**src/rtl/cozy_mem_pkg.sv**
```systemverilog
// Shared definitions for the Cozy memory arbiter slice.
//   COZY_ADDR_W / COZY_DATA_W / COZY_BWE_W : memory bus widths
//   gnt_e                                  : which port owns the memory this cycle
package cozy_mem_pkg;
    localparam int COZY_ADDR_W = 16;
    localparam int COZY_DATA_W = 16;
    localparam int COZY_BWE_W  = 2;

    typedef enum logic [1:0] {
        GNT_NONE = 2'd0,
        GNT_CPU  = 2'd1,
        GNT_VID  = 2'd2
    } gnt_e;
endpackage

```
**src/rtl/cozy_mem_arbiter_if.sv**
```systemverilog
// Requester-side bundles for the Cozy memory arbiter.
//   cozy_mem_rw_if : read/write port (CPU)  - req/addr/wdata/bwe in, ack/rvalid/rdata out
//   cozy_mem_rd_if : read-only port (video) - req/addr in, ack/rvalid/rdata out
// modport master = requester side, modport slave = arbiter side.
interface cozy_mem_rw_if;
    import cozy_mem_pkg::*;
    logic                   req;
    logic [COZY_ADDR_W-1:0] addr;
    logic [COZY_DATA_W-1:0] wdata;
    logic [COZY_BWE_W-1:0]  bwe;
    logic                   ack;
    logic                   rvalid;
    logic [COZY_DATA_W-1:0] rdata;

    modport master (output req, addr, wdata, bwe, input ack, rvalid, rdata);
    modport slave  (input req, addr, wdata, bwe, output ack, rvalid, rdata);
endinterface

interface cozy_mem_rd_if;
    import cozy_mem_pkg::*;
    logic                   req;
    logic [COZY_ADDR_W-1:0] addr;
    logic                   ack;
    logic                   rvalid;
    logic [COZY_DATA_W-1:0] rdata;

    modport master (output req, addr, input ack, rvalid, rdata);
    modport slave  (input req, addr, output ack, rvalid, rdata);
endinterface

```
**src/rtl/cozy_mem_starve_ctr.sv**
```systemverilog
// Saturating starvation counter for the CPU port.
//   clk, rst : clock, async active-high reset
//   waiting  : CPU is requesting and was not served this cycle
//   served   : CPU was acked this cycle
//   starved  : counter has reached STARVE_LIMIT, CPU must win next grant
module cozy_mem_starve_ctr #(
    parameter int STARVE_LIMIT = 4
) (
    input  logic clk,
    input  logic rst,
    input  logic waiting,
    input  logic served,
    output logic starved
);
    localparam logic [3:0] LIMIT = 4'(STARVE_LIMIT);

    logic [3:0] cnt_q, cnt_d;

    always_comb begin
        cnt_d = cnt_q;
        if (served || !waiting)
            cnt_d = 4'd0;
        else if (cnt_q != LIMIT)
            cnt_d = cnt_q + 4'd1;
    end

    always_ff @(posedge clk or posedge rst) begin
        if (rst) cnt_q <= 4'd0;
        else     cnt_q <= cnt_d;
    end

    assign starved = (cnt_q == LIMIT);
endmodule

```
**src/rtl/cozy_mem_arbiter.sv**
```systemverilog
// Two-port arbiter in front of the single-port Cozy memory.
// Video has priority; the CPU overrides it once starved for STARVE_LIMIT cycles.
//   clk, rst           : clock, async active-high reset
//   cpu (rw slave)     : CPU read/write port
//   vid (rd slave)     : video text-fetch read port
//   mem_addr/din/bwe   : to memory
//   mem_dout           : combinational read data from memory
module cozy_mem_arbiter
    import cozy_mem_pkg::*;
#(
    parameter int STARVE_LIMIT = 4
) (
    input  logic                   clk,
    input  logic                   rst,
    cozy_mem_rw_if.slave           cpu,
    cozy_mem_rd_if.slave           vid,
    output logic [COZY_ADDR_W-1:0] mem_addr,
    output logic [COZY_DATA_W-1:0] mem_din,
    output logic [COZY_BWE_W-1:0]  mem_bwe,
    input  logic [COZY_DATA_W-1:0] mem_dout
);
    gnt_e gnt;
    logic starved;

    logic                   cpu_rvalid_q, cpu_rvalid_d;
    logic [COZY_DATA_W-1:0] cpu_rdata_q,  cpu_rdata_d;
    logic                   vid_rvalid_q, vid_rvalid_d;
    logic [COZY_DATA_W-1:0] vid_rdata_q,  vid_rdata_d;

    // Grant is gated by rst so no write can reach memory mid-reset.
    always_comb begin
        gnt = GNT_NONE;
        if (!rst) begin
            if (starved && cpu.req) gnt = GNT_CPU;
            else if (vid.req)       gnt = GNT_VID;
            else if (cpu.req)       gnt = GNT_CPU;
        end
    end

    always_comb begin
        mem_addr = vid.addr;
        mem_din  = '0;
        mem_bwe  = '0;
        if (gnt == GNT_CPU) begin
            mem_addr = cpu.addr;
            mem_din  = cpu.wdata;
            mem_bwe  = cpu.bwe;
        end
    end

    assign cpu.ack = (gnt == GNT_CPU);
    assign vid.ack = (gnt == GNT_VID);

    cozy_mem_starve_ctr #(.STARVE_LIMIT(STARVE_LIMIT)) u_starve (
        .clk     (clk),
        .rst     (rst),
        .waiting (cpu.req && !cpu.ack),
        .served  (cpu.ack),
        .starved (starved)
    );

    // Read capture: a CPU write leaves cpu_rdata untouched.
    always_comb begin
        cpu_rvalid_d = cpu.ack && (cpu.bwe == '0);
        cpu_rdata_d  = cpu_rvalid_d ? mem_dout : cpu_rdata_q;
        vid_rvalid_d = vid.ack;
        vid_rdata_d  = vid_rvalid_d ? mem_dout : vid_rdata_q;
    end

    always_ff @(posedge clk or posedge rst) begin
        if (rst) begin
            cpu_rvalid_q <= 1'b0;
            cpu_rdata_q  <= '0;
            vid_rvalid_q <= 1'b0;
            vid_rdata_q  <= '0;
        end else begin
            cpu_rvalid_q <= cpu_rvalid_d;
            cpu_rdata_q  <= cpu_rdata_d;
            vid_rvalid_q <= vid_rvalid_d;
            vid_rdata_q  <= vid_rdata_d;
        end
    end

    assign cpu.rvalid = cpu_rvalid_q;
    assign cpu.rdata  = cpu_rdata_q;
    assign vid.rvalid = vid_rvalid_q;
    assign vid.rdata  = vid_rdata_q;
endmodule

```
**src/flat_wrapper.sv**
```systemverilog
// flat-port wrapper written by rule: the top's interface ports become plain ports
module cozy_mem_arbiter_flat import cozy_mem_pkg::*;
#(
    parameter int STARVE_LIMIT = 4
)
  (clk, rst, mem_addr, mem_din, mem_bwe, mem_dout, cpu_req, cpu_addr, cpu_wdata, cpu_bwe, cpu_ack, cpu_rvalid, cpu_rdata, vid_req, vid_addr, vid_ack, vid_rvalid, vid_rdata);
  cozy_mem_rw_if cpu_i ();
  cozy_mem_rd_if vid_i ();
  input  logic clk;
  input  logic rst;
  output logic [COZY_ADDR_W-1:0] mem_addr;
  output logic [COZY_DATA_W-1:0] mem_din;
  output logic [COZY_BWE_W-1:0] mem_bwe;
  input  logic [COZY_DATA_W-1:0] mem_dout;
  input wire logic [$bits(cpu_i.req)-1:0] cpu_req;
  input wire logic [$bits(cpu_i.addr)-1:0] cpu_addr;
  input wire logic [$bits(cpu_i.wdata)-1:0] cpu_wdata;
  input wire logic [$bits(cpu_i.bwe)-1:0] cpu_bwe;
  output wire logic [$bits(cpu_i.ack)-1:0] cpu_ack;
  output wire logic [$bits(cpu_i.rvalid)-1:0] cpu_rvalid;
  output wire logic [$bits(cpu_i.rdata)-1:0] cpu_rdata;
  input wire logic [$bits(vid_i.req)-1:0] vid_req;
  input wire logic [$bits(vid_i.addr)-1:0] vid_addr;
  output wire logic [$bits(vid_i.ack)-1:0] vid_ack;
  output wire logic [$bits(vid_i.rvalid)-1:0] vid_rvalid;
  output wire logic [$bits(vid_i.rdata)-1:0] vid_rdata;
  assign cpu_i.req = cpu_req;
  assign cpu_i.addr = cpu_addr;
  assign cpu_i.wdata = cpu_wdata;
  assign cpu_i.bwe = cpu_bwe;
  assign cpu_ack = cpu_i.ack;
  assign cpu_rvalid = cpu_i.rvalid;
  assign cpu_rdata = cpu_i.rdata;
  assign vid_i.req = vid_req;
  assign vid_i.addr = vid_addr;
  assign vid_ack = vid_i.ack;
  assign vid_rvalid = vid_i.rvalid;
  assign vid_rdata = vid_i.rdata;
  cozy_mem_arbiter #(.STARVE_LIMIT(STARVE_LIMIT)) u_core (.clk(clk), .rst(rst), .cpu(cpu_i), .vid(vid_i), .mem_addr(mem_addr), .mem_din(mem_din), .mem_bwe(mem_bwe), .mem_dout(mem_dout));
endmodule
```
**config.mk**
```make
export PLATFORM = sky130hd
export DESIGN_NAME = cozy_mem_arbiter_flat
export DESIGN_NICKNAME = d
export VERILOG_FILES = /design/src/rtl/cozy_mem_pkg.sv /design/src/rtl/cozy_mem_arbiter_if.sv /design/src/rtl/cozy_mem_starve_ctr.sv /design/src/rtl/cozy_mem_arbiter.sv /design/src/flat_wrapper.sv
export SDC_FILE = /design/constraint.sdc
export NUM_CORES = 1
export LEC_CHECK = 0
export CAP_MARGIN = 10
export CORE_MARGIN = 4
export CORE_UTILIZATION = 33
export CTS_CLUSTER_DIAMETER = 100
export DETAILED_ROUTE_END_ITERATION = 10
export PLACE_DENSITY = 0.83
export SLEW_MARGIN = 10
export SYNTH_ARGS = -nofsm -noshare
export SYNTH_HDL_FRONTEND = slang
export SYNTH_HIERARCHICAL = 1
export SYNTH_SLANG_ARGS = --single-unit
```
**constraint.sdc**
```tcl
create_clock -name clk -period 3.26 [get_ports clk]
set_clock_uncertainty 0.05 [all_clocks]
set_input_delay 0.652 -clock clk [delete_from_list [all_inputs] [get_ports clk]]
set_output_delay 0.652 -clock clk [all_outputs]
set_load 0.02 [all_outputs]
```
# After elaboration in Yosys (flattened, before gate mapping)
# Index checks and enable logic that the tools add are counted.
[word_totals] ff_bits=38 in_bits=70 output_inout_bits=70 word_cells=27
[op_classes] addsub=1 eq_ne=4 mux=9 n_reduce_logical=8
[ops] cell="$mux 16" count=2
[ops] cell="$mux 2" count=4
[ops] cell="$mux 4" count=2
[ops] cell="$add 4x1->4 const B" count=1
[ops] cell="$eq 4x3->1 const B" count=1
[ops] cell="$ne 4x3->1 const B" count=1
[ops] cell="$logic_and 1x1->1" count=3
[ops] cell="$eq 2x1->1 const B" count=1
[ops] cell="$eq 2x2->1 const B" count=1
[ops] cell="$logic_not 1->1" count=2
[ops] cell="$logic_not 2->1" count=1
[ops] cell="$reduce_bool 2->1" count=1
[ops] cell="$logic_or 1x1->1" count=1
[ops] cell="$mux 1" count=1

# Logic depth before layout (Yosys ltp)
[logic_depth] word_depth=10 depth_mapped=11 depth_no_buf=8

# Cells and area by module
# Netlist, hierarchy kept.
[by_module_without_submodules] module="cozy_mem_arbiter" instances=1 cells_per_inst=119 area_per_inst_um2=1759.2 seq_area_each_um2=850.8
[by_module_without_submodules] module="cozy_mem_starve_ctr" instances=1 cells_per_inst=24 area_per_inst_um2=255.2 seq_area_each_um2=100.1

# Worst setup path before layout
# No wires, ideal clock.
[synth_timing] path_kind="in2out" from="in rst" to="out vid_ack" arrival_time_ns=1.981 required_ns=2.558 setup_slack_ns=0.577 path_stages=4 path_buffers=2 cell_sequence="inv_1 and3_1 buf_6 buf_6"
[synth_between] elab_chain_len=2
[synth_rtl] element="start: declaration" line_no="flat_wrapper.sv:10" source="input logic rst;"
[synth_rtl] element="$mux 2" line_no="cozy_mem_arbiter.sv:33" source="if (!rst) begin"
[synth_rtl] element="$eq 2x2->1" line_no="cozy_mem_arbiter.sv:52" source="assign vid.ack = (gnt == GNT_VID);"
[synth_rtl] element="end: declaration" line_no="flat_wrapper.sv:24" source="output wire logic [$bits(vid_i.ack)-1:0] vid_ack;"
# No other way between the ends.

# Worst setup path after layout
[layout_timing] from="reg u_core.u_starve.cnt_q[0]" to="out mem_addr[15]"
[layout_between] elab_chain_len=6
[layout_rtl] element="start: declaration" line_no="cozy_mem_starve_ctr.sv:17" source="logic [3:0] cnt_q, cnt_d;"
[layout_rtl] element="start signal: assignment" line_no="cozy_mem_starve_ctr.sv:29" source="else cnt_q <= cnt_d;"
[layout_rtl] element="$eq 4x3->1" line_no="cozy_mem_starve_ctr.sv:32" source="assign starved = (cnt_q == LIMIT);"
[layout_rtl] element="via u_core.starved" line_no="cozy_mem_arbiter.sv:23" source="logic starved;"
[layout_rtl] element="$logic_and 1x1->1" line_no="cozy_mem_arbiter.sv:34" source="if (starved && cpu.req) gnt = GNT_CPU;"
[layout_rtl] element="$mux 2" line_no="cozy_mem_arbiter.sv:34"
[layout_rtl] element="$mux 2" line_no="cozy_mem_arbiter.sv:33"
[layout_rtl] element="$eq 2x1->1" line_no="cozy_mem_arbiter.sv:44" source="if (gnt == GNT_CPU) begin"
[layout_rtl] element="$mux 16" line_no="cozy_mem_arbiter.sv:44"
[layout_rtl] element="end: declaration" line_no="flat_wrapper.sv:11" source="output logic [COZY_ADDR_W-1:0] mem_addr;"
# The timed path passes the listed nets, and every way through them passes these cells.

==> impl_results.md <==
* Layer with the highest usage: met2
* Total Routing Usage GR at 0.1613
* CP top delay family: simple AND/OR/NAND/NOR gates
* Vias in the first global route at 1764
* WL per Instance at 16.97 um
* Ratio of final minimum period to clock period at 0.9501
* Setup crit start kind: register
* First-pass GRT wire length at 9315 um
* Fmax at 322.9 MHz
* Leak at 1.654 nW
* Starting density of the core at 0.3402
* DIE AREA at 0.007418 sq mm
* Setup crit end kind: output port
* DRC errors left at 0
* Row count at 28
* Max_slew headroom at 0.7131
* Setup CP Type: register to output port
* Post-Route WL at 6178 um
* Post-Place Worst Slack at 0.02360 ns
* Clk root buf: clkbuf_8
* Reg2reg end: u_core/u_starve/cnt_q[3]
* Fin. Hold Viols at 0
* Crit path depth at 8
* Post-DP Area at 0.003478 sq mm
* Critical R2R Launch: u_core/u_starve/cnt_q[0]
* Slowest library cell on the worst path: dfrtp_1
* Final setup vio count at 0
* Setup TNS at 0 ns
* Worst skew pair latency at 0.28 ns
* Async SR Flop Fraction at 1.000
* Max-cap violations at 0
* Worst Reg-to-Reg Cells at 9
* Top_reg_cell synth: dfrtp_1
* Worst-path fanout max at 22
* Total grt overflow at 0
* Top cell type's share of synthesized area at 0.4720
* Cells after Synth at 143
* Top cells by area, synth: dfrtp_1, mux2_4, mux2_2, and3_1, buf_6
* Die span in y at 86.13 um
* Largest area contributor in the netlist: dfrtp_1
* Post-synth EDFFs at 0
* Design area at 0.003583 sq mm
* Number of antenna-violating nets in the routed design at 0
* Initial DRC count at 22
* Crit path launch: u_core/u_starve/cnt_q[0]
* N_diodes at 0
* CP required at 2.56 ns
* CTS tree: yes
* CP Capture Point: mem_addr[15]
* Clk sinks at 38
* Core Area at 0.005921 sq mm
* Met3 usage at 0.05956
* Crit-path cells: inv_1, ha_1, and3b_2, nand2b_1, and2_1, buf_12, mux2_1, dlygate4sd2_1
* Syn Nets at 215
* Hold Crit Class: register to register
* Synth cell types at 25
* Port bufs at 139
* Vias per Instance at 4.632
* DPL Wire Length at 4845 um
* Sequential area share after synthesis at 0.4720
* I/O pins at 140
* Drt first pass iters at 6
* Area growth syn-to-layout at 77.89%
* Vias at 1686
* Met2 usage at 0.2936
* Fin. max-slew vios at 0
* Count leader, synth: dfrtp_1
* Max Root-Sink Buffers at 2
* Initial antenna violation count at 0
* Max IR drop VDD at 326.1 uV
* Power Total at 0.001601 W
* Syn_area_per_cell at 14.09 sq um
* Htree depth at 2
* Min cycle time layout at 3.097 ns
* Post-Syn Area at 0.002014 sq mm
* RSZ-0062 raised after global routing: false
* CTS buffer count at 5
* Slowest stage delay, CP at 0.42 ns
* Flop2flop setup slack at 0.71 ns
* Commonest cells in the netlist: dfrtp_1, mux2_4, and3_1, mux2_2
* Largest net degree at the start of global routing at 35
* Outcome: completed
* Post-synthesis sequential element count at 38
* P per Cell Area at 446.7 mW/mm^2
* Die W at 86.13 um
* Placer congestion estimate at 0.7840
* GR Layer Usage met1 at 0.1776
* CP Data Arrival Time at 2.40 ns
* Post-CTS Hold Buffers at 0
* Final nets at 360
* Tightest Pin Transition at 0.4303 ns
* Fin worst setup slack at 0.1627 ns
* CP bufs+invs at 3
* Layout cells sized above 1 at 0.2145
* Syn. warnings at 6
* Clock-pin slew on the worst setup and hold paths at 0.08 ns
cells by family (layout without fill, tap and decap cells):
kind of cell / count (synthesis) / after routing / share of synthesized area
adder cells (fa/ha/maj): 2 / 2 / 0.01242
AND/OR/NAND/NOR: 34 / 34 / 0.1186
flip-flops: 38 / 38 / 0.4720
XOR/XNOR: 1 / 1 / 0.004349
multiplexers: 51 / 51 / 0.3335
AO/OA/AOI/OAI: 1 / 1 / 0.004969
buffers and inverters: 16 / 162 / 0.05404
metrics by stage:
step | cells | hold WS (ns) | util
6_report | 364 | 0.4600 | 0.6052
5_1_grt | 364 | 0.4849 | 0.6052
4_1_cts | 362 | 0.4631 | 0.6027
3_5_place_dp | 354 | 0.4416 | 0.5875
3_3_place_gp | 354 | 0.4319 | 0.5875
2_1_floorplan | 143 | 0.3681 | -
worst register-to-register path: cells and delay by family, from the launching register on:
kind	cells	cell delay, ns
AND/OR/NAND/NOR	5	1.44
multiplexers	1	0.14
adder cells (fa/ha/maj)	1	0.21
buffers and inverters	2	0.23
flip-flops	1	0.42
power breakdown:
part | leakage (nW) | switching (W) | internal, W
Clock | 0.0579 | 0.000163 | 0.000225
Combinational | 1.13 | 0.000254 | 0.000354
Sequential | 0.465 | 0.0000492 | 0.000555
Total | 1.65 | 0.000466 | 0.00113
cell usage in the layout (no fill, tap or decap):
cell             netlist  layout
nand2b_1               1       1
bufinv_16              0       1
mux2_4                27      27
xor2_1                 1       1
mux2i_1                3       3
nor2b_4                1       1
and3_1                19      19
or4b_1                 1       1
clkinv_2               0       2
nand2_1                1       1
dlygate4sd2_1          0      16
buf_12                 0       1
o211a_1                1       1
clkbuf_8               0       5
nand3_1                1       1
nand3_4                1       1
nor2_1                 1       1
dfrtp_1               38      38
inv_1                  6       6
or3b_1                 1       1
and2_1                 1       1
nand3b_1               4       4
buf_4                  1       8
nor2b_1                1       1
mux2_2                15      15
clkdlybuf4s50_1        0     123
mux2_1                 6       6
ha_1                   2       2
and3b_2                0       1
area by class of cell:
class	instances	area [sq um]
Multi-Input combinational cell	89	955.9
Inverter	6	22.52
Fill cell	474	2337
Tap cell	75	93.84
Clock inverter	3	40.04
Sequential cell	38	950.9
Clock buffer	5	68.82
Timing Repair Buffer	148	1451
routing by layer:
metal | wire (um) | vias up
li1 | - | 790
met1 | 2259 | 801
met2 | 3142 | 89
met3 | 721 | 6
met4 | 55 | 0
met5 | 0 | -
worst min-delay path by stage:
stage	start	depth (start not counted)	end	slack, ns
floorplan	rst	1	u_core/u_starve/cnt_q[0]	0.37
global placement	u_core/cpu.rdata[0]	1	u_core/cpu.rdata[0]	0.43
detailed placement	u_core/vid.rdata[2]	1	u_core/vid.rdata[2]	0.44
CTS	u_core/vid.rdata[2]	1	u_core/vid.rdata[2]	0.46
global route	u_core/vid.rdata[14]	1	u_core/vid.rdata[14]	0.48
finish	u_core/cpu.rdata[12]	1	u_core/cpu.rdata[12]	0.46
sequential cells by signal (all words and copies together) (netlist names):
signal and count:
u_core/cpu.rvalid 1, u_core/vid.rvalid 1, u_core/u_starve/cnt_q 4, u_core/cpu.rdata 16, u_core/vid.rdata 16
repair_timing:
item	in CTS	in global routing
gates resized for setup	17	0
buffers inserted	0	2
setup endpoints to repair	16	11
pin swaps	0	0
Power figures use the tool's default switching activity.
==> variant 1: new RTL, same flow settings <==
Change the package constant `COZY_BWE_W` from 2 to 4.
--- a/src/rtl/cozy_mem_pkg.sv
+++ b/src/rtl/cozy_mem_pkg.sv
@@ -4,7 +4,7 @@
 package cozy_mem_pkg;
     localparam int COZY_ADDR_W = 16;
     localparam int COZY_DATA_W = 16;
-    localparam int COZY_BWE_W  = 2;
+    localparam int COZY_BWE_W  = 4;
 
     typedef enum logic [1:0] {
         GNT_NONE = 2'd0,
Interface: changed (resized cpu_bwe and mem_bwe); port bits go from 140 to 144. The function was not compared with the original's and may differ.
==> variant 1 against the original RTL <==
Synthesized area fell by 2.3%. Hold slack hardly changed. Register-to-register slack gained 0.25 ns. Sequential cell count did not move. Die area is 2.1% lower. Power shrank 3.2%. Setup slack better by 0.031 ns. First-iteration DRC count is 36% higher. Cell area up 1.3%. Routed wire length down 9.6%. Non-clock buffer count is 4 higher. Sequential share of layout area is 0.33 points lower.
==> variant 1: results (changes against the original RTL) <==
grt_max_degree: 35  # unchanged
drt_first_iter_violations: 30  # +36%
holdCritStartpoint: "u_core/cpu.rdata[12]"
grt_use_total: 0.151  # -0.0103
dp.final_hpwl_mm: 4.56  # -6.0%
drtPass1Iterations: 4  # -2
worstHoldPathType: "reg2reg"
synthAdderAreaFrac: 0.0127  # +0.000292
cpLargestDelayFamily: "buffers and inverters"
antenna_found_initial: 0  # unchanged
status: "complete, no violations"
synthArstFlopShare: 1.00  # unchanged
synth_compound_gate_area_share: 0.00509  # +0.000117
synth-seq-area-share: 0.483  # +0.0111
drive_gt1_frac: 0.237  # +0.0228
num_antenna_cells: 0  # unchanged
synth_commonest_cells: "38 x dfrtp_1, 37 x mux2_2, 20 x and3_1"
h-tree-depth: 2  # unchanged
max_stage_delay_ns: 0.61  # +0.19 ns
synth_top_family_by_area: "multiplexers"
gp_congestion: 0.745  # -5.0%
wire_per_inst_um: 15.2  # -10%
grt_pass1_wl_mm: 8.80  # -5.6%
slowest_stage: "clkdlybuf4s50_1"
synthXorXnorAreaFrac: 0.00445  # +0.000102
cts-resized-gates: 17  # unchanged
worstPathMaxFanout: 21  # -4.5%
synth.distinct_cells: 27  # +8.0%
grt_pass1_vias: 1761  # -0.17%
clock_latency_ns: 0.28  # about the same
fin_nets: 368  # +2.2%
cts-root-buf: "clkbuf_8"
vdd_drop_max_mv: 0.263  # -19%
synth_mux_area_frac: 0.309  # -0.0246
startpoint: "u_core/u_starve/cnt_q[0]"
ctsLongestPathBuffers: 2  # unchanged
grt_overflow: 0  # unchanged
power.switching_mw: 0.402  # -14%
synth_fp_nets: 219  # +1.9%
cts_setup_buffers: 0  # unchanged
vias: 1719  # +2.0%
io_buffers: 143  # +2.9%
slew_headroom: 0.716  # +0.00260
clk_pin_slew_ns: 0.07
finalSetupTns_ns: 0  # unchanged
yosys.area.top_type: "dfrtp_1"
crit_arrival_ns: 2.36  # -0.04 ns
yosysWarningCount: 6  # unchanged
yosys-top-cells-area: "dfrtp_1 48%, mux2_2 21%, mux2_4 7.6%"
cts-buffers-inserted: 5  # unchanged
place_area_um2: 3500  # +0.76%
leakagePower_nw: 1.65  # -0.28%
nFillCells: 421  # -11%
-- variant 1: cell types whose count changed in the layout (fill, tap and decap cells not counted) --
cell | unedited run | this run
mux2_1 | 6 | 1
nor4_4 | 0 | 1
nand2b_1 | 1 | 0
bufinv_16 | 1 | 2
mux2_2 | 15 | 37
and3_2 | 0 | 1
clkbuf_8 | 5 | 6
clkinv_2 | 2 | 0
and3_1 | 19 | 20
nand2b_4 | 0 | 1
clkdlybuf4s50_1 | 123 | 127
mux2_4 | 27 | 10
nor2_1 | 1 | 0
-- variant 1: layer usage --
metal	share of wire	up-vias	track usage
met5	0	-	0
met4	0.011	0	0.0403
met3	0.11	7	0.0563
met2	0.47	103	0.252
met1	0.41	797	0.183
li1	-	812	-
-- variant 1: cell type report --
| cell class | count | area (µm²) | share of cell area |
|---|---|---|---|
| Timing Repair Buffer | 152 | 1490 | 0.411 |
| Tap cell | 72 | 90.1 | 0.0248 |
| Multi-Input combinational cell | 91 | 931 | 0.257 |
| Sequential cell | 38 | 951 | 0.262 |
| Clock buffer | 6 | 82.6 | 0.0228 |
| Clock inverter | 2 | 60.1 | 0.0166 |
| Inverter | 6 | 22.5 | 0.00621 |
-- variant 1: path summary, 6_finish.rpt --
path | slack (ns) | endpoint | cells after the start
max | 0.19 | mem_bwe[1] | 7
min reg2reg | 0.46 | u_core/cpu.rdata[12] | 1
max reg2reg | 0.96 | u_core/u_starve/cnt_q[3] | 9
max in group asynchronous | 1.90 | u_core/vid.rdata[13] | 4
min in group asynchronous | 0.74 | u_core/u_starve/cnt_q[0] | 3
min | 0.46 | u_core/cpu.rdata[12] | 1
-- variant 1: kinds of logic (layout without fill, tap and decap cells) --
family | count (synthesis) | in the layout
mux | 51 | 51
buf+inv | 16 | 166
flops | 38 | 38
xor+xnor | 1 | 1
compound gates | 1 | 1
simple gates | 36 | 36
fa+ha+maj | 2 | 2
-- variant 1: power groups by stage --
| stage | logic (mW) | registers (mW) | clock network, mW |
|---|---|---|---|
| 2_1_floorplan | 0.158 | 0.647 | 0 |
| 3_3_place_gp | 0.505 | 0.575 | 0 |
| 3_5_place_dp | 0.512 | 0.579 | 0 |
| 4_1_cts | 0.504 | 0.570 | 0.496 |
| 5_1_grt | 0.524 | 0.578 | 0.516 |
| 6_report | 0.497 | 0.569 | 0.484 |
-- variant 1: per-stage QoR --
step	cells	setup slack, ns	util
3_3_place_gp	359	0.0651	0.621
5_1_grt	367	0.0495	0.643
4_1_cts	367	0.169	0.643
2_1_floorplan	145	0.556	-
6_report	367	0.194	0.643
3_5_place_dp	359	0.0372	0.621
==> variant 2: new RTL, config.mk and constraints unchanged <==
Made on the original files. Make the reset (`rst`) synchronous in 2 clocked blocks. Comments in the files are not updated.
--- a/src/rtl/cozy_mem_starve_ctr.sv
+++ b/src/rtl/cozy_mem_starve_ctr.sv
@@ -24,7 +24,7 @@
             cnt_d = cnt_q + 4'd1;
     end
 
-    always_ff @(posedge clk or posedge rst) begin
+    always_ff @(posedge clk) begin
         if (rst) cnt_q <= 4'd0;
         else     cnt_q <= cnt_d;
     end
--- a/src/rtl/cozy_mem_arbiter.sv
+++ b/src/rtl/cozy_mem_arbiter.sv
@@ -67,7 +67,7 @@
         vid_rdata_d  = vid_rvalid_d ? mem_dout : vid_rdata_q;
     end
 
-    always_ff @(posedge clk or posedge rst) begin
+    always_ff @(posedge clk) begin
         if (rst) begin
             cpu_rvalid_q <= 1'b0;
             cpu_rdata_q  <= '0;
Function: differs if rst is asserted again (counterexample within 4 cycles, from zero or initial values and one cycle with rst high); with rst held inactive, the same outputs for 10 cycles.
==> variant 2 against the original RTL <==
Cell area is 2.7% lower. Critical path depth decreased by 3. Setup slack gained 0.12 ns. Routed wire length is 1.3% higher. Die area fell by 5.6%. First-iteration DRC count grew to 3.1 times the old value. Synthesized area shrank 6.2%. Sequential cell count stayed put. Largest cell class unchanged. Non-clock buffer count down 2.
Power is not compared: it rests on default switching activity, and its combinational part moved more than twofold at a synthesized area within 25%.
==> variant 2: results (changes against the original RTL) <==
tightest_slew_ns: 0.375  # -0.0550 ns
synth_commonest_cells: "38 x dfxtp_1, 32 x nand2_1, 18 x and3_1"
synth-seq-area-share: 0.403  # -0.0694
gp_congestion: 0.831  # +5.9%
synth.distinct_cells: 27  # +8.0%
synth_fp_nets: 265  # +23%
cts-root-buf: "clkbuf_8"
wire_per_inst_um: 15.4  # -9.2%
yosys-top-cells-area: "dfxtp_1 40%, mux2_4 14%, mux2_2 8.9%"
dp.final_hpwl_mm: 4.86  # +0.26%
cpLargestDelayFamily: "buffers and inverters"
grt_max_degree: 36  # +2.9%
crit_arrival_ns: 2.27  # -0.13 ns
io_buffers: 139  # unchanged
slowest_stage: "clkdlybuf4s50_1"
leakagePower_nw: 1.60
fin_nets: 405  # +13%
drt_first_iter_violations: 68  # +210%
grt_pass1_wl_mm: 9.79  # +5.1%
max_stage_delay_ns: 0.63  # +0.21 ns
status: "complete, no violations"
grt_use_total: 0.171  # +0.00964
drtPass1Iterations: 4  # -2
worstPathMaxFanout: 19  # -14%
nFillCells: 487  # +2.7%
cts-buffers-inserted: 5  # unchanged
vias: 1854  # +10%
drive_gt1_frac: 0.156  # -0.0588
h-tree-depth: 2  # unchanged
synthArstFlopShare: 0  # -1.00
grt_pass1_vias: 1953  # +11%
-- variant 2: changes by cell type after synthesis, sizes merged, moves of 2 or more --
cell | unedited run | this run
mux2 | 48 | 32
buf | 7 | 10
xnor2 | 0 | 2
dfrtp | 38 | 0
a21oi | 0 | 17
inv | 6 | 4
dfxtp | 0 | 38
nand2 | 1 | 32
nor2 | 1 | 7
nand3b | 4 | 1
nor2b | 2 | 18
-- variant 2: power breakdown --
part | total, mW | switching [mW] | leakage [nW] | internal, mW
registers | 0.491 | 0.00916 | 0.310 | 0.482
clock network | 0.326 | 0.155 | 0.0482 | 0.171
logic | 0.300 | 0.124 | 1.24 | 0.176
-- variant 2: kinds of logic after synthesis --
| logic type | Yosys count | synth area share |
|---|---|---|
| mux | 34 | 0.235 |
| buf+inv | 17 | 0.0503 |
| compound gates | 19 | 0.0563 |
| xor+xnor | 2 | 0.00927 |
| flops | 38 | 0.403 |
| fa+ha+maj | 2 | 0.0132 |
| simple gates | 81 | 0.233 |
-- variant 2: stage by stage --
step | hold WS (ns) | area (µm²) | total power [mW] | setup WS, ns | instances
6_report | 0.407 | 3490 | 1.12 | 0.285 | 406
3_5_place_dp | 0.400 | 3360 | 0.806 | 0.0460 | 398
4_1_cts | 0.411 | 3450 | 1.13 | 0.0199 | 406
2_1_floorplan | 0.438 | 1890 | 0.627 | 0.839 | 193
3_3_place_gp | 0.393 | 3360 | 0.802 | 0.0681 | 398
5_1_grt | 0.431 | 3490 | 1.17 | 0.178 | 406
-- variant 2: path summary, 6_finish.rpt --
kind                             from                  endpoint  slack, ns  cells after the start
min               u_core/vid.rdata[4]       u_core/vid.rdata[4]       0.41                      2
max reg2reg  u_core/u_starve/cnt_q[0]  u_core/u_starve/cnt_q[3]       1.14                     10
min reg2reg       u_core/vid.rdata[4]       u_core/vid.rdata[4]       0.41                      2
max                           cpu_req                mem_din[1]       0.29                      5
-- variant 2: what timing repair did --
| item | in CTS | in global routing |
|---|---|---|
| resized for setup | 0 | 16 |
| hold endpoints to repair | 0 | 0 |
| endpoints found under the setup margin | 0 | 16 |
-- variant 2: tightest hold or removal path: stages, from the launching register on --
cell     delay [ns]
dfxtp_1        0.31
nand2_1        0.05
a21oi_1        0.05
-- variant 2: final cells by class --
type | count | area [µm²] | area share
repair buffers | 146 | 1500 | 0.429
multi-input cells | 138 | 1030 | 0.296
flip-flops and latches | 38 | 761 | 0.218
well taps | 72 | 90.1 | 0.0258
clock buffers | 7 | 86.3 | 0.0248
inverters | 4 | 15.0 | 0.00431
clock inverters | 1 | 5.00 | 0.00144
-- variant 2: per-layer routing --
layer / global-route usage / vias up / wire [µm]
met5: 0 / - / 0
met4: 0.0439 / 0 / 104
met3: 0.0385 / 8 / 291
met2: 0.320 / 55 / 3430
met1: 0.194 / 870 / 2440
li1: - / 921 / -
